**config.mk**
```make
export PLATFORM = sky130hd
export DESIGN_NAME = fetch_stall_unit
export DESIGN_NICKNAME = d
export VERILOG_FILES = /design/src/rtl/pipeline_pkg.sv /design/src/rtl/if_id_buffer.sv /design/src/rtl/fetch_stall_unit.sv
export SDC_FILE = /design/constraint.sdc
export NUM_CORES = 1
export LEC_CHECK = 0
export BUFFER_PORTS_ARGS = -buffer_cell sky130_fd_sc_hd__buf_2
export CAP_MARGIN = 5
export CORE_MARGIN = 5
export CORE_UTILIZATION = 50
export CTS_CLUSTER_SIZE = 14
export DETAILED_ROUTE_END_ITERATION = 7
export HOLD_SLACK_MARGIN = 0.02
export PLACE_DENSITY = 0.8
export RECOVER_POWER = 25
export SKIP_CTS_REPAIR_TIMING = 1
export SLEW_MARGIN = 0
export SYNTH_ARGS = -nofsm -noshare
export SYNTH_HDL_FRONTEND = slang
export SYNTH_SLANG_ARGS = --single-unit
```
**constraint.sdc**
```tcl
create_clock -name clk -period 1.95 [get_ports clk]
set_input_delay 0.0975 -clock clk [delete_from_list [all_inputs] [get_ports clk]]
set_output_delay 0.0975 -clock clk [all_outputs]
set_load 0.05 [all_outputs]
```
**src/rtl/pipeline_pkg.sv**
```systemverilog
// Shared definitions for the fetch stage: FSM encoding, default instruction
// and vector values, and a saturating-increment helper.
package pipeline_pkg;

  typedef enum logic [1:0] {
    ST_RUN   = 2'b00,
    ST_STALL = 2'b01,
    ST_EXC   = 2'b10
  } fsm_state_e;

  localparam logic [15:0] NOP_INSTR_DEF  = 16'h0000;
  localparam logic [15:0] EXC_VECTOR_DEF = 16'h00F0;
  localparam logic [15:0] PC_STEP        = 16'h0002;

  function automatic logic [7:0] sat_inc8(input logic [7:0] value);
    return (value == 8'hFF) ? value : value + 8'h01;
  endfunction

endpackage

```
**src/rtl/if_id_buffer.sv**
```systemverilog
// IF/ID pipeline register: holds on request, flushes to a NOP with priority
// over the hold.
module if_id_buffer
  import pipeline_pkg::*;
#(
  parameter logic [15:0] NOP_INSTR = NOP_INSTR_DEF
) (
  input  logic        clk_i,
  input  logic        rst_ni,
  input  logic        hold_i,
  input  logic        flush_i,
  input  logic [15:0] instr_i,
  input  logic [15:0] pcplus2_i,
  output logic [15:0] instr_o,
  output logic [15:0] pcplus2_o
);

  logic [15:0] instr_q;
  logic [15:0] instr_d;
  logic [15:0] pcplus2_q;
  logic [15:0] pcplus2_d;

  always_comb begin
    instr_d   = instr_q;
    pcplus2_d = pcplus2_q;
    if (flush_i) begin
      instr_d   = NOP_INSTR;
      pcplus2_d = 16'h0000;
    end else if (!hold_i) begin
      instr_d   = instr_i;
      pcplus2_d = pcplus2_i;
    end else begin
      instr_d   = instr_q;
      pcplus2_d = pcplus2_q;
    end
  end

  always_ff @(posedge clk_i) begin
    if (!rst_ni) begin
      instr_q   <= NOP_INSTR;
      pcplus2_q <= 16'h0000;
    end else begin
      instr_q   <= instr_d;
      pcplus2_q <= pcplus2_d;
    end
  end

  assign instr_o   = instr_q;
  assign pcplus2_o = pcplus2_q;

endmodule

```
**src/rtl/fetch_stall_unit.sv**
```systemverilog
// Fetch-stage PC, RUN/STALL/EXC control FSM and stall counter; resolves
// exception > branch > halt > normal advance every cycle.
module fetch_stall_unit
  import pipeline_pkg::*;
#(
  parameter logic [15:0] RESET_PC   = 16'h0000,
  parameter logic [15:0] EXC_VECTOR = EXC_VECTOR_DEF,
  parameter logic [15:0] NOP_INSTR  = NOP_INSTR_DEF
) (
  input  logic        clk,
  input  logic        rst,
  input  logic        PCHalt,
  input  logic        BufferHalt,
  input  logic        ControlHalt,
  input  logic        ExceptionFromCU,
  input  logic        BranchTaken,
  input  logic [15:0] BranchTarget,
  input  logic [15:0] InstrIn,
  output logic [15:0] PCOut,
  output logic [15:0] InstrOut,
  output logic [15:0] PCPlus2Out,
  output logic        Bubble,
  output logic        Excepted,
  output logic [7:0]  StallCount
);

  fsm_state_e  state_q;
  fsm_state_e  state_d;
  logic [15:0] pc_q;
  logic [15:0] pc_d;
  logic        bubble_q;
  logic        bubble_d;
  logic [7:0]  cnt_q;
  logic [7:0]  cnt_d;

  logic        in_exc_s;
  logic        buf_hold_s;
  logic        buf_flush_s;

  assign in_exc_s    = (state_q == ST_EXC);
  // Once excepted the buffer is frozen; otherwise any redirect flushes it.
  assign buf_hold_s  = BufferHalt | in_exc_s;
  assign buf_flush_s = ~in_exc_s & (~ExceptionFromCU | BranchTaken);

  always_comb begin
    state_d  = state_q;
    pc_d     = pc_q;
    bubble_d = ~ControlHalt;
    cnt_d    = cnt_q;
    case (state_q)
      ST_RUN, ST_STALL: begin
        if (PCHalt) begin
          cnt_d = sat_inc8(cnt_q);
        end else begin
          cnt_d = cnt_q;
        end
        if (!ExceptionFromCU) begin
          pc_d     = EXC_VECTOR;
          bubble_d = 1'b1;
          state_d  = ST_EXC;
        end else if (BranchTaken) begin
          pc_d    = BranchTarget;
          state_d = ST_RUN;
        end else if (PCHalt) begin
          pc_d    = pc_q;
          state_d = ST_STALL;
        end else begin
          pc_d    = pc_q + PC_STEP;
          state_d = ST_RUN;
        end
      end
      ST_EXC: begin
        bubble_d = 1'b1;
        state_d  = ST_EXC;
      end
      default: begin
        state_d = ST_RUN;
      end
    endcase
  end

  always_ff @(posedge clk) begin
    if (!rst) begin
      state_q  <= ST_RUN;
      pc_q     <= RESET_PC;
      bubble_q <= 1'b1;
      cnt_q    <= 8'h00;
    end else begin
      state_q  <= state_d;
      pc_q     <= pc_d;
      bubble_q <= bubble_d;
      cnt_q    <= cnt_d;
    end
  end

  if_id_buffer #(
    .NOP_INSTR(NOP_INSTR)
  ) u_if_id (
    .clk_i     (clk),
    .rst_ni    (rst),
    .hold_i    (buf_hold_s),
    .flush_i   (buf_flush_s),
    .instr_i   (InstrIn),
    .pcplus2_i (pc_q + PC_STEP),
    .instr_o   (InstrOut),
    .pcplus2_o (PCPlus2Out)
  );

  assign PCOut      = pc_q;
  assign Bubble     = bubble_q;
  assign Excepted   = in_exc_s;
  assign StallCount = cnt_q;

endmodule

```
* Word level (Yosys, flattened, before mapping)
Cells that the tools add are included.
** Storage, ports and cells
- Output and inout port bits :: 58
- Input bits :: 39
- Register bits after elaboration :: 59
- Logic and storage cells :: 34
** Cells by class
- Reduce and logical (&&, ||, !) cells :: 5
- Bitwise logic cells :: 8
- Eq/ne operators :: 4
- Multiplexer cells :: 9
- $add $sub $neg :: 2
** Operators by type and width (count)
- 16-bit 2-to-1 mux :: 3
- 16-bit by 2-bit adder with 16-bit output (second input constant) :: 1
- 8-bit by 1-bit adder with 8-bit output (second input constant) :: 1
- 8-bit == test (second input constant) :: 1
- 1-bit inverter :: 5
- 2-bit case mux with 2 select lines :: 1
- 2-bit OR reduction :: 2
- 1-bit 2-to-1 mux :: 3
- 3-bit by 2-bit inequality test with 1-bit output (second input constant) :: 1
- 3-bit AND reduction :: 1
- 2-bit by 1-bit == test with 1-bit output (second input constant) :: 1
- 2-bit == test (second input constant) :: 1
- 2-bit logical NOT :: 1
- 2-bit 2-to-1 mux :: 1
- 1-bit OR :: 2
- 1-bit case mux with 2 select lines :: 1
- 2-bit AND reduction :: 1
- 1-bit bitwise AND :: 1

* Longest topological paths before layout
Gate-level depths: netlist of the first run.
- Depth in word-level cells :: 4
- Gate-level depth with buffers :: 7
- Depth with buffers taken out :: 5

* By module
A second synthesis of the first run with hierarchy kept.
** Unflattened totals
- Cells, all modules :: 312
- Area, all modules :: 2810.2 um^2
** Modules (own cells, without submodules)
- fetch_stall_unit :: sequential area each 540.5 um^2, area each 1636.6 um^2, cells each 208, instances 1
- if_id_buffer :: sequential area each 640.6 um^2, area each 1173.6 um^2, cells each 104, instances 1

* Worst setup path after synthesis of the first run
Ideal clock, no wire load.
- Path type :: reg2reg
- Start point :: register pc_q[1] (netlist: PCOut[1])
- End point :: register u_if_id.pcplus2_q[15] (netlist: u_if_id.pcplus2_o[15])
- Arrival time :: 2.074 ns
- Stages on the path, launching flop included :: 6
- Required time :: 1.864 ns
- Clock period less this slack :: 2.160 ns
- Slack :: -0.210 ns
- Library setup time :: 0.086 ns
- Path buffers :: 0
- Path through :: dfxtp_1 ha_1 nand3_2 or4_4 xnor2_1 a211oi_1
** On the way
- Longest elaborated chain between the ends :: 1
** Ends and longest elaborated chain
- from (decl) :: RTL line fetch_stall_unit.sv:29 : logic [15:0] pc_q;
- from (signal assigned) :: RTL line fetch_stall_unit.sv:90 : pc_q <= pc_d;
- 16-bit by 2-bit adder with 16-bit output :: RTL line fetch_stall_unit.sv:104 : .pcplus2_i (pc_q + PC_STEP),
- to (signal assigned) :: RTL line if_id_buffer.sv:44 : pcplus2_q <= pcplus2_d;
- to (decl) :: RTL line if_id_buffer.sv:20 : logic [15:0] pcplus2_q;
Every way passes these cells.
A chain may end at the register's enable or synchronous reset.

* Worst setup path in the final report of the first run
- Start point :: register pc_q[1] (netlist: PCOut[1])
- End point :: register u_if_id.pcplus2_q[9] (netlist: u_if_id.pcplus2_o[9])
Same word-level chain as after synthesis.

==> key figures, run 1 <==
Status
  • Outcome: complete, but fails checks
  • Failing checks: hold timing

Global routing
  • Met3 GRT Util: 0.0726
  • Global-route wire length before repair: 12.4 mm
  • Congestion Overflow GR: 0
  • Largest net degree at the start of global routing: 33
  • Antenna violations before repair: 0
  • Met2 Use GR: 0.326
  • Vias in the first global route: 2,599
  • Gr usage total: 0.215
  • Grt met1 use: 0.273
  • Busiest layer in global routing: met2

Logic synthesis
  • Primary FF master, synth: dfxtp_1
  • Multiplexer share of the synthesized area: 0.00724
  • Mapped cell area: 2760 µm²
  • Synth top area cells: dfxtp_1, nand2_1, a21oi_1
  • Post-synthesis adder-cell area fraction: 0.00905
  • Post-synth top cells: dfxtp_1, nand2_1, a21oi_1
  • Top cell type's share of synthesized area: 0.427
  • Synth Area in Compound Gates: 0.214
  • Synth warn: 0
  • Syn Area/Cell: 8.58 µm²
  • Sequential area share after synthesis: 0.427
  • Synth Area in Simple Gates: 0.256
  • Synth unique cells: 58
  • Ys async rst share: 0
  • Xor/xnor share of the synthesized area: 0.0444
  • Number of synthesized flops with an enable pin: 0
  • Syn nets: 363
  • Largest family of logic cells by synthesized area: simple AND/OR/NAND/NOR gates
  • Leading area contributor after synthesis: dfxtp_1
  • Synth Register Bits: 59
  • Most frequent cell after synthesis: dfxtp_1
  • Synth Instances: 322

Die
  • Chip width: 84.4 µm
  • Die Y: 84.4 µm
  • Full die area: 7110 µm²
  • Initial Utilization: 0.508
  • IO Count: 97
  • Core Box Area: 5440 µm²
  • Rows: 27

Timing
  • Final setup TNS: 0 ns
  • Final min period: 1.73 ns
  • Worst Tran Pin Value: 0.680 ns
  • WHS: -0.0134 ns
  • Final hold vios: 2
  • Rel. slew slack: 0.546
  • Slew Limit Fails: 0
  • RSZ-0062 raised after global routing: false
  • Worst Skew: 0.00799 ns
  • Setup violations, final: 0
  • Tcrit/Tclk final: 0.889
  • Max Fclk: 0.577 GHz

Hold path
  • Hold path depth: 3
  • Worst Hold Endpoint: PCOut[9]$_SDFFE_PN0P_
  • Hold path startpoint: BranchTarget[9]
  • Hold Path Class: primary input to flip-flop

Clock tree
  • Number of buffers created by CTS: 9
  • Clk Latency, worst-skew pair: 0.33 ns
  • CTS max path bufs: 2
  • H-tree lvl count: 3
  • Clock edge transition at the registers on the reported setup and hold paths: 0.06 ns
  • Root Buffer Master: clkbuf_8
  • CTS Sinks: 59
  • CTS tree: built

Critical path
  • Worst R2R Setup Slack: 0.22 ns
  • Reg2reg end: u_if_id.pcplus2_o[9]$_SDFFE_PP0N_
  • Worst path slowest cell: dfxtp_2
  • Max FO, Critical Path: 8
  • Critical path class: flip-flop to flip-flop
  • CP required: 2.20 ns
  • Worst r2r src: PCOut[1]$_SDFFE_PN0P_
  • Slowest stage delay, CP: 0.40 ns
  • Crit-path cells: ha_1 -> nand3_2 -> buf_4 -> nor3_1 -> xnor2_1 -> a211oi_2
  • Startpoint types: flip-flop
  • Crit end category: flip-flop
  • Worst Path Arrival: 1.98 ns
  • Reg2reg path depth: 6

Placement
  • Port bufs: 96
  • GPL Wtd Cong: 0.889
  • Dpl hpwl: 5.56 mm

Drt
  • Vias: 2,831
  • Vias per std cell: 5.56
  • Drt pass-1 iters: 4
  • DRC viols: 0
  • Detail Route Antenna Nets: 0
  • Final wirelength: 8.04 mm
  • WL per Instance: 15.8 µm
  • DRC marker count from the first detailed-route iteration: 114

Finish
  • Area grow syn2layout: 31.4%
  • NumNets Final: 474
  • Diodes inserted: 0
  • Layout cells sized above 1: 0.243

Power
  • Pwr Density: 808 nW/µm²
  • Leakage: 1.44 nW
  • Peak supply drop: 430 µV

Job
  • Max_cap viols: 0
flip-flops by register name, summed over array words and instances, names as in the netlist:
register,flops
PCOut,16
u_if_id.instr_o,16
u_if_id.pcplus2_o,16
StallCount,8
state_q,2
Bubble,1
layer usage:
| metal | up-vias | part of all wire |
|---|---|---|
| met3 | 21 | 0.078 |
| met1 | 1312 | 0.44 |
| met5 | - | 0 |
| li1 | 1375 | - |
| met2 | 123 | 0.45 |
| met4 | 0 | 0.030 |
power by group:
group / total (W) / switching [W] / internal [W]
Clock: 0.00109 / 0.000443 / 0.000652
Combinational: 0.000530 / 0.000369 / 0.000161
Sequential: 0.00131 / 0.0000551 / 0.00126
cell families (layout without fill, tap and decap cells):
family	count (synthesis)	in the layout
and+or+nand+nor	130	130
AOI/OAI and AO/OA	88	88
DFF	59	59
buffers and inverters	27	142
xor gates and xnor gates	14	14
adders and majority gates	2	2
muxes	2	2
cell usage in the layout (no fill, tap or decap), drive strengths merged, types with 4 or more instances in the layout:
cell         Yosys  final
a211oi          16     16
nor3             5      5
buf             10     72
xnor2           10     10
inv              9      9
o31ai            4      4
or4              5      5
nor2b            4      4
a21oi           30     30
nand3           12     12
dfxtp           59     59
nand3b           4      4
nor2            26     26
xor2             4      4
clkbuf           7     42
o21ai           13     13
dlygate4sd3      0     16
nand2b           5      5
nand2           53     53
final cells by class:
| cell class | instances | area (µm²) |
|---|---|---|
| Clock buffer | 13 | 159 |
| Clock inverter | 2 | 35.0 |
| Fill cell | 468 | 1810 |
| Inverter | 10 | 37.5 |
| Multi-Input combinational cell | 236 | 1470 |
| Sequential cell | 59 | 1190 |
| Tap cell | 72 | 90.1 |
| Timing Repair Buffer | 117 | 652 |
metrics by stage:
step	worst slack (ns)	instances	power, W	area [µm²]	utilization
3_3_place_gp	0.262	478	0.00183	3320	0.610
3_5_place_dp	0.227	478	0.00184	3320	0.610
4_1_cts	0.204	493	0.00295	3510	0.646
2_1_floorplan	0.00563	322	0.00169	2770	-
6_report	0.216	509	0.00294	3630	0.668
5_1_grt	0.0340	509	0.00305	3630	0.668
critical path: cells and delay by family, from the launching register on:
kind | cells | cell delay, ns
AND/OR/NAND/NOR | 2 | 0.43
flip-flops | 1 | 0.40
adder cells (fa/ha/maj) | 1 | 0.26
AO/OA/AOI/OAI | 1 | 0.23
buffers and inverters | 1 | 0.18
XOR/XNOR | 1 | 0.14
worst max path at each step:
stage | startpoint | endpoint | slack (ns) | cells after the start
final | PCOut[1]$_SDFFE_PN0P_ | u_if_id.pcplus2_o[9]$_SDFFE_PP0N_ | 0.22 | 6
after global routing | PCOut[1]$_SDFFE_PN0P_ | u_if_id.pcplus2_o[15]$_SDFFE_PP0N_ | 0.03 | 5
after CTS | PCOut[1]$_SDFFE_PN0P_ | u_if_id.pcplus2_o[9]$_SDFFE_PP0N_ | 0.20 | 6
after detailed placement | PCOut[1]$_SDFFE_PN0P_ | u_if_id.pcplus2_o[15]$_SDFFE_PP0N_ | 0.23 | 5
after global placement | PCOut[1]$_SDFFE_PN0P_ | u_if_id.pcplus2_o[15]$_SDFFE_PP0N_ | 0.26 | 5
after floorplan | PCOut[9]$_SDFFE_PN0P_ | u_if_id.pcplus2_o[15]$_SDFFE_PP0N_ | 0.006 | 4
Note: power is estimated with default switching activity, not from simulation.
==> run 2: changes to the inputs <==
Settings changed: CORE_UTILIZATION 50 to 52, CTS_BUF_LIST from default to sky130_fd_sc_hd__clkbuf_8, PLACE_DENSITY 0.8 to 0.83.
==> run 2 against run 1 <==
  * The run still ends with hold timing left
  * First-iteration DRC count grew 21%
  * Clock-buffer cell count fell by 3
  * Sequential power about the same
  * Wire length fell by 0.20%
  * Via count fell by 0.28%
  * Worst setup slack worse by 0.035 ns
  * Clock power is 24% higher
  * Sequential share of layout area shrank 0.58 points
  * Design area up 1.8%
  * Largest cell class unchanged
==> key figures, run 2 (synthesis gave the netlist of run 1 again) <==
Status
  • Outcome: complete, but fails checks
  • Failing checks: hold timing

Clock tree
  • CTS Sinks: 59 (unchanged)
  • Root Buffer Master: clkbuf_8
  • Number of buffers created by CTS: 9 (unchanged)
  • Clk Latency, worst-skew pair: 0.33 ns (about the same)
  • Clock edge transition at the registers on the reported setup and hold paths: 0.07 ns (about the same)
  • H-tree lvl count: 3 (unchanged)
  • CTS max path bufs: 2 (unchanged)
  • CTS tree: built

Global routing
  • Largest net degree at the start of global routing: 31 (-6.1%)
  • Busiest layer in global routing: met2
  • Met3 GRT Util: 0.0614 (-0.0112)
  • Vias in the first global route: 2,703 (+4.0%)
  • Met2 Use GR: 0.352 (+0.0264)
  • Grt met1 use: 0.277 (+0.00477)
  • Congestion Overflow GR: 0 (unchanged)
  • Gr usage total: 0.221 (+0.00535)
  • Global-route wire length before repair: 12.8 mm (+2.7%)
  • Antenna violations before repair: 0 (unchanged)

Finish
  • Diodes inserted: 0 (unchanged)
  • Final Non-Filler Cells: 510 (+0.20%)
  • Most frequent cells in the layout: buf_2, dfxtp_1, nand2_1
  • NumNets Final: 476 (+0.42%)
  • Area grow syn2layout: 33.8%
  • Layout cells sized above 1: 0.248 (+0.00516)
  • Most common cell after layout, fill and taps aside: buf_2

Power
  • Net Sw Frac: 0.282 (-0.0136)
  • Flop pwr share: 0.411 (-0.036)
  • NetSw: 0.000900 W (+3.8%)
  • Leakage: 1.48 nW (+2.6%)
  • Peak supply drop: 585 µV (+36%)
  • Part of the power in combinational logic: 0.167 (-0.014)
  • Pwr Density: 864 nW/µm² (+6.9%)
  • Clock Power Share: 0.422 (+0.049)
  • Internal power: 0.00229 W (+11%)

Timing
  • Rel. slew slack: 0.553 (+0.00695)
  • Final setup TNS: 0 ns (unchanged)
  • WHS: -0.0176 ns (-0.00420 ns)
  • Final min period: 1.77 ns (+0.0350 ns)
  • Tcrit/Tclk final: 0.907 (+0.0180)
  • Max Fclk: 0.565 GHz (-2.0%)
  • Worst Skew: 0.00420 ns (-0.00379 ns)
  • Worst Tran Pin Value: 0.670 ns (-0.0104 ns)
  • Slew Limit Fails: 0 (unchanged)
  • Setup violations, final: 0 (unchanged)
  • Final hold vios: 1 (-1)
  • RSZ-0062 raised after global routing: false

Critical path
  • Worst Path Arrival: 2.02 ns (+0.04 ns)
  • Worst r2r src: PCOut[1]$_SDFFE_PN0P_
  • Worst R2R Setup Slack: 0.18 ns (-0.04 ns)
  • Max FO, Critical Path: 8 (unchanged)
  • Reg2reg path depth: 5 (-1)
  • Critical path class: flip-flop to flip-flop
  • Crit end category: flip-flop
  • Startpoint types: flip-flop
  • Reg2reg end: u_if_id.pcplus2_o[15]$_SDFFE_PP0N_
  • CP required: 2.20 ns (about the same)

Die
  • Initial Utilization: 0.538 (+0.0296)
  • Die Y: 82.9 µm (-1.7%)
  • Chip width: 82.9 µm (-1.7%)
  • Core Box Area: 5140 µm² (-5.5%)
  • Rows: 26 (-3.7%)
  • Full die area: 6870 µm² (-3.4%)
  • IO Count: 97 (unchanged)

Drt
  • DRC viols: 0 (unchanged)
  • Detail Route Antenna Nets: 0 (unchanged)
  • Drt pass-1 iters: 4 (unchanged)
  • DRC marker count from the first detailed-route iteration: 138 (+21%)
  • Final wirelength: 8.03 mm (-0.20%)
  • WL per Instance: 15.7 µm (-0.39%)
  • Vias: 2,823 (-0.28%)
  • Vias per std cell: 5.54 (-0.48%)

Placement
  • Port bufs: 96 (unchanged)
  • GPL Wtd Cong: 0.901 (+1.3%)
  • Dpl hpwl: 5.61 mm (+0.73%)
  • Post-Place Cells: 477 (-0.21%)

Hold path
  • Worst Hold Endpoint: PCOut[13]$_SDFFE_PN0P_
  • Hold Path Class: primary input to flip-flop
  • Hold path startpoint: BranchTarget[13]
  • Hold path depth: 3 (unchanged)

Job
  • Max_cap viols: 0 (unchanged)
==> run 2: power by group through the flow <==
stage / combinational [W] / clock (W) / sequential, W
6_report: 0.000534 / 0.00135 / 0.00131
3_5_place_dp: 0.000507 / 0 / 0.00134
5_1_grt: 0.000574 / 0.00143 / 0.00132
2_1_floorplan: 0.000207 / 0 / 0.00148
3_3_place_gp: 0.000501 / 0 / 0.00133
4_1_cts: 0.000509 / 0.00137 / 0.00131
==> run 2: cell type report <==
cell class | instances | area (µm²)
multi-input combinational | 236 | 1470
fill | 438 | 1440
sequential | 59 | 1190
timing repair buffer | 119 | 672
clock buffer | 10 | 138
clock inverter | 6 | 104
tap | 70 | 87.6
inverter | 10 | 37.5
==> run 2: stage by stage <==
stage	cell area, µm²	power, W	worst slack, ns	utilization
final	3700	0.00319	0.181	0.719
after global routing	3700	0.00332	0.0733	0.719
after CTS	3560	0.00318	0.187	0.693
after detailed placement	3320	0.00184	0.204	0.646
after global placement	3320	0.00183	0.261	0.646
after floorplan	2770	0.00169	0.00563	-
==> run 2: how the worst max path moves through the flow <==
stage                               start                                  to  slack, ns  cells after the start
global route        PCOut[1]$_SDFFE_PN0P_   u_if_id.pcplus2_o[9]$_SDFFE_PP0N_       0.07                      6
global placement    PCOut[1]$_SDFFE_PN0P_  u_if_id.pcplus2_o[15]$_SDFFE_PP0N_       0.26                      5
finish              PCOut[1]$_SDFFE_PN0P_  u_if_id.pcplus2_o[15]$_SDFFE_PP0N_       0.18                      5
CTS                 PCOut[1]$_SDFFE_PN0P_  u_if_id.pcplus2_o[15]$_SDFFE_PP0N_       0.19                      5
detailed placement  PCOut[1]$_SDFFE_PN0P_  u_if_id.pcplus2_o[15]$_SDFFE_PP0N_       0.20                      5
floorplan           PCOut[9]$_SDFFE_PN0P_  u_if_id.pcplus2_o[15]$_SDFFE_PP0N_      0.006                      4
==> run 2: worst max-delay path, stage by stage, from the launching register on <==
cell	delay, ns
dfxtp_2	0.42
ha_1	0.27
nand3_2	0.13
or4_4	0.52
xnor2_1	0.14
a211oi_1	0.21
==> run 2: routing by layer <==
metal | up-vias | part of all wire
li1 | 1377 | -
met1 | 1285 | 0.43
met4 | 0 | 0.020
met2 | 143 | 0.46
met3 | 18 | 0.085
met5 | - | 0
==> run 3: changes to the inputs <==
Settings changed: CELL_PAD_IN_SITES_DETAIL_PLACEMENT from default to 1, CELL_PAD_IN_SITES_GLOBAL_PLACEMENT from default to 1, CORE_UTILIZATION 52 to 37, PLACE_DENSITY 0.83 to default, PLACE_DENSITY_LB_ADDON from default to 0.1.
==> run 3 against run 2 <==
  * The flow now finishes without violations
  * Design area is 0.30% lower
  * Global-route usage shrank 2.9 points
  * Fmax decreased by 4.1%
  * Cell count rose by 5.7%
  * Register-to-register slack got worse by 0.08 ns
  * Combinational power is 2% higher
  * Clock skew rose by 0.0028 ns
  * Worst setup slack worse by 0.075 ns
  * Critical path depth stayed put
  * Clock-buffer cell count down 1
  * Critical endpoint unchanged
  * Largest cell class unchanged
==> key figures, run 3 (synthesis gave the netlist of run 1 again) <==
Critical path
  • Crit-path cells: ha_2 -> nand3_2 -> or4_4 -> xnor2_1 -> a211oi_1
  • Worst path slowest cell: or4_4
  • Reg2reg path depth: 5 (unchanged)
  • Crit end category: flip-flop
  • Critical path class: flip-flop to flip-flop
  • Slowest stage delay, CP: 0.55 ns (+0.03 ns)
  • Max FO, Critical Path: 8 (unchanged)
  • Worst Path Arrival: 2.09 ns (+0.07 ns)
  • Startpoint types: flip-flop
  • CP required: 2.20 ns (about the same)

Drt
  • DRC marker count from the first detailed-route iteration: 70 (-49%)
  • Vias: 2,762 (-2.2%)
  • Vias per std cell: 5.12 (-7.4%)
  • Final wirelength: 8.70 mm (+8.4%)
  • Detail Route Antenna Nets: 0 (unchanged)
  • Drt pass-1 iters: 4 (unchanged)
  • WL per Instance: 16.1 µm (+2.6%)
  • DRC viols: 0 (unchanged)

Timing
  • Rel. slew slack: 0.580 (+0.0269)
  • Final min period: 1.84 ns (+0.0754 ns)
  • Worst Skew: 0.00700 ns (+0.00280 ns)
  • Final hold vios: 0 (-1)
  • Slew Limit Fails: 0 (unchanged)
  • Worst Tran Pin Value: 0.633 ns (-0.0369 ns)
  • RSZ-0062 raised after global routing: false
  • Tcrit/Tclk final: 0.946 (+0.0387)
  • Max Fclk: 0.542 GHz (-4.1%)
  • Final setup TNS: 0 ns (unchanged)
  • Setup violations, final: 0 (unchanged)

Die
  • Die Y: 96.4 µm (+16%)
  • Core Box Area: 7250 µm² (+41%)
  • Full die area: 9300 µm² (+35%)
  • IO Count: 97 (unchanged)
  • Rows: 31 (+19%)
  • Initial Utilization: 0.381 (-0.157)
  • Chip width: 96.4 µm (+16%)

Clock tree
  • Root Buffer Master: clkbuf_8
  • CTS tree: built
  • Number of buffers created by CTS: 9 (unchanged)
  • Clock edge transition at the registers on the reported setup and hold paths: 0.07 ns (about the same)
  • Clk Latency, worst-skew pair: 0.33 ns (about the same)
  • CTS max path bufs: 2 (unchanged)
  • CTS Sinks: 59 (unchanged)
  • H-tree lvl count: 3 (unchanged)

Power
  • Peak supply drop: 292 µV (-50%)
  • Pwr Density: 800 nW/µm² (-7.4%)
  • Leakage: 1.45 nW (-2.1%)

Placement
  • Dpl hpwl: 6.36 mm (+13%)
  • GPL Wtd Cong: 0.763 (-15%)
  • Port bufs: 96 (unchanged)
  • DP Area: 3370 µm² (+1.3%)

Finish
  • Area grow syn2layout: 33.4%
  • Most common cell after layout, fill and taps aside: buf_2
  • NumNets Final: 476 (unchanged)
  • Filler Cell Count: 948 (+120%)
  • Final instance area: 3690 µm² (-0.30%)
  • Most frequent cells in the layout: buf_2, dfxtp_1, nand2_1
  • Layout cells sized above 1: 0.257 (+0.00909)
  • Diodes inserted: 0 (unchanged)

Hold path
  • Hold path depth: 3 (unchanged)
  • Hold Path Class: primary input to flip-flop

Job
  • Max_cap viols: 0 (unchanged)

Global routing
  • Vias in the first global route: 2,801 (+3.6%)
  • Congestion Overflow GR: 0 (unchanged)
  • Largest net degree at the start of global routing: 47 (+52%)
  • Global-route wire length before repair: 13.7 mm (+7.6%)
  • Gr usage total: 0.191 (-0.0294)
  • Antenna violations before repair: 0 (unchanged)

Status
  • Outcome: finished clean
[run 3: cell type report]
class	count	area [µm²]	area share
multi-input combinational	236	1470	0.400
sequential	59	1190	0.322
timing repair buffer	119	671	0.182
clock buffer	9	124	0.0336
tap	99	124	0.0336
clock inverter	7	68.8	0.0187
inverter	10	37.5	0.0102
[run 3: per-layer routing]
layer,vias to the layer above,part of all wire,GRT usage
met5,-,0,0
met4,0,0.015,0.0748
met3,13,0.059,0.0364
met2,76,0.46,0.299
met1,1285,0.46,0.260
li1,1388,-,-
[run 3: where the power goes]
part           leakage (nW)  internal, W  total, W  switching (W)
clock network        0.0950     0.000585   0.00110       0.000514
registers             0.482      0.00126   0.00131      0.0000501
logic                 0.871     0.000167  0.000544       0.000377
[run 3: path summary, 6_finish.rpt]
path                               startpoint  slack [ns]                                 end
max                     PCOut[1]$_SDFFE_PN0P_        0.11  u_if_id.pcplus2_o[15]$_SDFFE_PP0N_
min                               InstrIn[13]       0.006    u_if_id.instr_o[13]$_SDFFE_PP0N_
max reg2reg             PCOut[1]$_SDFFE_PN0P_        0.11  u_if_id.pcplus2_o[15]$_SDFFE_PP0N_
min reg2reg  u_if_id.instr_o[10]$_SDFFE_PP0N_        0.46    u_if_id.instr_o[10]$_SDFFE_PP0N_
[run 3: per-stage QoR]
stage	power, W	std cells	setup slack, ns	hold WS (ns)	utilization
after floorplan	0.00169	322	0.00563	0.169	-
final	0.00295	539	0.106	0.00629	0.508
after detailed placement	0.00186	507	0.106	0.284	0.464
after global placement	0.00185	507	0.160	0.276	0.464
after CTS	0.00296	523	0.0672	-0.0588	0.491
after global routing	0.00309	539	0.0290	0.0220	0.508
[run 3: critical path: cells and delay by family, from the launching register on]
family | cells | cell delay [ns]
DFF | 1 | 0.43
xor gates and xnor gates | 1 | 0.14
AOI/OAI and AO/OA | 1 | 0.21
and+or+nand+nor | 2 | 0.73
adders and majority gates | 1 | 0.25
